**src/rtl/instruction_loader.sv**
```systemverilog
// Assembles a big-endian byte stream into 32-bit instruction words and writes them
// to instruction memory at auto-incrementing addresses, then releases the core.
module instruction_loader #(
   parameter int                LENGTH    = 32,
   parameter int                MEM_DEPTH = 256,
   parameter logic [LENGTH-1:0] EOF_WORD  = 32'hFFFF_FFFF
) (
   input  logic              clk,
   input  logic              reset,
   input  logic              load_start,
   input  logic [7:0]        rx_data,
   input  logic              rx_valid,
   output logic              wr_memory_instruction_enable,
   output logic [LENGTH-1:0] instruction_to_write,
   output logic [LENGTH-1:0] address_to_write,
   output logic              mips_enable,
   output logic              cpu_reset,
   output logic              loading,
   output logic              mem_full,
   output logic [LENGTH-1:0] words_loaded
);

   typedef enum logic [1:0] {
      IDLE    = 2'd0,
      RECEIVE = 2'd1,
      WRITE   = 2'd2,
      DONE    = 2'd3
   } state_t;

   state_t            state_r, state_s;
   logic [LENGTH-1:0] word_r, word_s, shifted_s;
   logic [1:0]        byte_cnt_r, byte_cnt_s;
   logic [LENGTH-1:0] addr_r, addr_s;
   logic [LENGTH-1:0] words_r, words_s, words_inc_s;
   logic              mem_full_r, mem_full_s;
   logic              wr_en_r, wr_en_s;
   logic [LENGTH-1:0] instr_r, instr_s;
   logic [LENGTH-1:0] wr_addr_r, wr_addr_s;
   logic              mips_en_r, mips_en_s;
   logic              cpu_rst_r, cpu_rst_s;
   logic              loading_r, loading_s;

   // Next-state, datapath and registered-output decode.
   always_comb begin
      state_s     = state_r;
      word_s      = word_r;
      byte_cnt_s  = byte_cnt_r;
      addr_s      = addr_r;
      words_s     = words_r;
      mem_full_s  = mem_full_r;
      wr_en_s     = 1'b0;
      instr_s     = instr_r;
      wr_addr_s   = wr_addr_r;
      shifted_s   = {word_r[LENGTH-9:0], rx_data};
      words_inc_s = words_r + LENGTH'(1);

      if (load_start) begin
         // A new load always wins, even over a byte arriving in the same cycle.
         state_s    = RECEIVE;
         word_s     = '0;
         byte_cnt_s = 2'd0;
         addr_s     = '0;
         words_s    = '0;
         mem_full_s = 1'b0;
      end else begin
         case (state_r)
            IDLE: begin
               state_s = IDLE;
            end
            RECEIVE: begin
               if (rx_valid) begin
                  word_s = shifted_s;
                  if (byte_cnt_r == 2'd3) begin
                     byte_cnt_s = 2'd0;
                     state_s    = WRITE;
                     // The strobe is registered here so it is high exactly in the WRITE cycle.
                     if (shifted_s != EOF_WORD) begin
                        wr_en_s   = 1'b1;
                        instr_s   = shifted_s;
                        wr_addr_s = addr_r;
                     end else begin
                        wr_en_s = 1'b0;
                     end
                  end else begin
                     byte_cnt_s = byte_cnt_r + 2'd1;
                  end
               end else begin
                  state_s = RECEIVE;
               end
            end
            WRITE: begin
               if (word_r == EOF_WORD) begin
                  state_s = DONE;
               end else begin
                  addr_s  = addr_r + LENGTH'(4);
                  words_s = words_inc_s;
                  if (words_inc_s == LENGTH'(MEM_DEPTH)) begin
                     mem_full_s = 1'b1;
                     state_s    = DONE;
                  end else begin
                     state_s = RECEIVE;
                     if (rx_valid) begin
                        word_s     = shifted_s;
                        byte_cnt_s = 2'd1;
                     end else begin
                        byte_cnt_s = 2'd0;
                     end
                  end
               end
            end
            DONE: begin
               state_s = DONE;
            end
            default: begin
               state_s = IDLE;
            end
         endcase
      end

      mips_en_s = (state_s == DONE);
      cpu_rst_s = (state_s == DONE) && (state_r != DONE);
      loading_s = (state_s == RECEIVE) || (state_s == WRITE);
   end

   // State and output registers.
   always_ff @(posedge clk or posedge reset) begin
      if (reset) begin
         state_r    <= IDLE;
         word_r     <= '0;
         byte_cnt_r <= 2'd0;
         addr_r     <= '0;
         words_r    <= '0;
         mem_full_r <= 1'b0;
         wr_en_r    <= 1'b0;
         instr_r    <= '0;
         wr_addr_r  <= '0;
         mips_en_r  <= 1'b0;
         cpu_rst_r  <= 1'b0;
         loading_r  <= 1'b0;
      end else begin
         state_r    <= state_s;
         word_r     <= word_s;
         byte_cnt_r <= byte_cnt_s;
         addr_r     <= addr_s;
         words_r    <= words_s;
         mem_full_r <= mem_full_s;
         wr_en_r    <= wr_en_s;
         instr_r    <= instr_s;
         wr_addr_r  <= wr_addr_s;
         mips_en_r  <= mips_en_s;
         cpu_rst_r  <= cpu_rst_s;
         loading_r  <= loading_s;
      end
   end

   assign wr_memory_instruction_enable = wr_en_r;
   assign instruction_to_write         = instr_r;
   assign address_to_write             = wr_addr_r;
   assign mips_enable                  = mips_en_r;
   assign cpu_reset                    = cpu_rst_r;
   assign loading                      = loading_r;
   assign mem_full                     = mem_full_r;
   assign words_loaded                 = words_r;

endmodule
```
**config.mk**
```make
export PLATFORM = sky130hd
export DESIGN_NAME = instruction_loader
export DESIGN_NICKNAME = d
export VERILOG_FILES = /design/src/rtl/instruction_loader.sv
export SDC_FILE = /design/constraint.sdc
export NUM_CORES = 1
export LEC_CHECK = 0
export CAP_MARGIN = 30
export CORE_UTILIZATION = 49
export CTS_CLUSTER_DIAMETER = 120
export CTS_CLUSTER_SIZE = 16
export DETAILED_ROUTE_END_ITERATION = 8
export GPL_ROUTABILITY_DRIVEN = 0
export PLACE_DENSITY = 0.78
export SYNTH_ARGS = -nofsm -noshare
export SYNTH_HDL_FRONTEND = slang
export SYNTH_SLANG_ARGS = --single-unit
export TNS_END_PERCENT = 30
```
**constraint.sdc**
```tcl
create_clock -name clk -period 8.5 [get_ports clk]
set_clock_uncertainty 0.05 [all_clocks]
set_input_delay 2.125 -clock clk [delete_from_list [all_inputs] [get_ports clk]]
set_output_delay 2.125 -clock clk [all_outputs]
set_load 0.1 [all_outputs]
```
==> out/metrics.yaml <==
wirelength_um: 17000
clock_path_buffers: 2
clockRootBuffer: "clkbuf_16"
vias_per_cell: 5.576
crit_start: "words_loaded[17]"
place_ws_ns: 4.071
rows: 45
max-slew-margin-rel_pct: 31.20
synth_xor_area_share_pct: 8.176
die_y_um: 126.6
max_freq_mhz: 228.1
finalHoldViolations: 0
irDropWorstVdd_v: 0.0001637
cts_tree: "done"
cp_slowest_cell: "clkdlybuf4s50_1"
synth_compound_area_share_pct: 7.814
synth_area_leaders: "dfrtp_1 54%, nand2_1 11%, xor2_1 5.3%"
critPathCaptureType: "primary output"
antenna_found_initial: 0
postCtsHoldBufs: 0
maxCapViolCount: 0
grt_pass1_vias: 5665
path_cells: "clkdlybuf4s50_1"
grt_max_degree: 92
path_class: "flip-flop to primary output"
die_x_um: 126.6
r2r-start: "words_loaded[0]"
final_nets: 906
synth_cell_type_count: 54
placed_cell_area_um2: 8816
cts_sinks: 165
syn_area_um2: 7606
n_antenna_cell: 0
required_ns: 6.33
drv_slew: 0
vias: 6083
setup_violations: 0
final_cells: 1091
tightest_slew_ns: 1.029
slowest_delay_ns: 1.21
overflow: 0
synth_edf_count: 0
ys_seq_area_share_pct: 54.29
io_buffer_count: 110
drt-initial-drc-count: 464
area_growth_pct: 23.56
critPathMaxFanout: 11
hold_start: "instruction_to_write[16]"
dieArea_um2: 16030
hold_class: "flip-flop to flip-flop"
power.density_nw_per_um2: 188.5
ys.flop_type: "dfrtp_1"
drc: 0
firstDrtPassIters: 6
startpoint_type: "flip-flop"
h-tree-depth: 4
routedWlPerCell_um: 15.59
start_util_pct: 50.03
worstPathArrival_ns: 2.21
clock_latency_ns: 0.43
ant_nets: 0
status: "finished, final reports clean"
dp_hpwl_um: 11090
post_cts_buffers: 0
period_minus_slack_ns: 4.385
netlist_instances: 801
synth-adder-area-share_pct: 0.6580
synth_mux_area_share_pct: 0.5429
setup_ws_ns: 4.115
drive_above_1_share_pct: 5.648
rsz0062_at_grt: "no"
grt_first_pass_wirelength_um: 28530
dp_cells: 1059
avgSynthCellArea_um2: 9.496
synth.top_cell.area_share_pct: 54.29
synth_seq_cells: 165
regArea_um2: 4129
yosysWarnings: 0
fin_crit_sh_pct: 51.58
coreArea_um2: 15200
cts_buffers: 17
synth_top_family_by_area: "simple AND/OR/NAND/NOR gates"
yosys.area_share.simple_pct: 25.05
finalSetupTns_ns: 0
cts_resized: 0
clk_transition_reported_paths_ns: 0.07
multi_input_area_um2: 3248
critPathTopFamily: "buffers and inverters"
ys_async_sr_fraction_pct: 100.0
synth_largest_area_cell: "dfrtp_1"
fill_cells: 1313
fin_area_um2: 9398
p_leak_nw: 4.258
path_buf_inv: 1
io_pins: 113
grt_usage_pct: 22.57
## worst paths after layout
| kind | cells after the start | end | slack (ns) |
|---|---|---|---|
| min in group asynchronous | 2 | words_loaded[22] | 2.18 |
| max in group asynchronous | 3 | byte_cnt_r[0] | 4.76 |
| max | 1 | words_loaded[17] | 4.12 |
| min | 2 | instruction_to_write[16] | 0.42 |
| min reg2reg | 2 | instruction_to_write[16] | 0.42 |
| max reg2reg | 9 | word_r[18] | 4.74 |
## tightest hold or removal path, cell delays in order (launching register included)
cell	delay, ns
dfrtp_1	0.34
nand2_1	0.05
nand2_1	0.05
## sequential cells by signal (all words and copies together) (netlist names)
name	cells
addr_r	30
address_to_write	30
byte_cnt_r	2
cpu_reset	1
instruction_to_write	32
loading	1
mem_full	1
mips_enable	1
state_r	2
word_r	32
words_loaded	32
wr_memory_instruction_enable	1
## metal layers
metal	vias up	GRT usage [%]	routed length, um
met2	178	33.70	7846
met4	0	8.930	349
met5	-	0	0
li1	2882	-	-
met1	2996	32.50	8074
met3	27	4.429	734
## cells in the mapped netlist, types with 11 or more instances
cell type,number
nor3_1,11
nand3_1,25
xnor2_1,25
a22o_1,32
nand2_1,218
dfrtp_1,165
xor2_1,46
nor2_1,81
nor4_1,15
nand4_1,34
clkbuf_1,27
buf_2,12
## through the flow
step | power, mW | hold WS [ns] | utilization, %
after floorplan | 0.9734 | 0.4086 | -
after global placement | 1.020 | 0.4089 | 57.76
after detailed placement | 1.022 | 0.4114 | 57.99
after CTS | 1.782 | 0.4270 | 61.82
after global routing | 1.825 | 0.4389 | 61.82
final | 1.771 | 0.4205 | 61.82
## kinds of logic (layout without fill, tap and decap cells)
group / Yosys count / in the layout
DFF: 165 / 165
other: 1 / 2
buffers and inverters: 57 / 158
adders and majority gates: 4 / 4
and+or+nand+nor: 423 / 423
xor gates and xnor gates: 71 / 71
muxes: 4 / 4
AOI/OAI and AO/OA: 76 / 76
## cells in the final DEF, fill, tap and decap left out, types with 5 or more instances in the layout
cell / instances
or3_1: 8
nand4_1: 34
nor3_1: 11
xnor2_1: 25
clkbuf_16: 17
and2_1: 5
clkdlybuf4s50_1: 109
xor2_1: 46
and4_1: 6
nand2_1: 218
o21ai_0: 9
nor4_1: 15
and3_1: 8
a21oi_1: 9
a22o_1: 32
inv_1: 8
dfrtp_1: 165
nand3_1: 25
nor2_1: 81
## area by class of cell
class	instances	share of cell area, %
Inverter	10	0.4527
Sequential cell	165	43.94
Timing Repair Buffer	116	12.36
Clock inverter	12	1.544
Clock buffer	20	4.647
Tap cell	188	2.503
Multi-Input combinational cell	580	34.56
## power by group
part | internal (mW) | switching, mW
registers | 0.804 | 0.0137
clock network | 0.439 | 0.326
logic | 0.0392 | 0.149
Power figures use the tool's default switching activity.
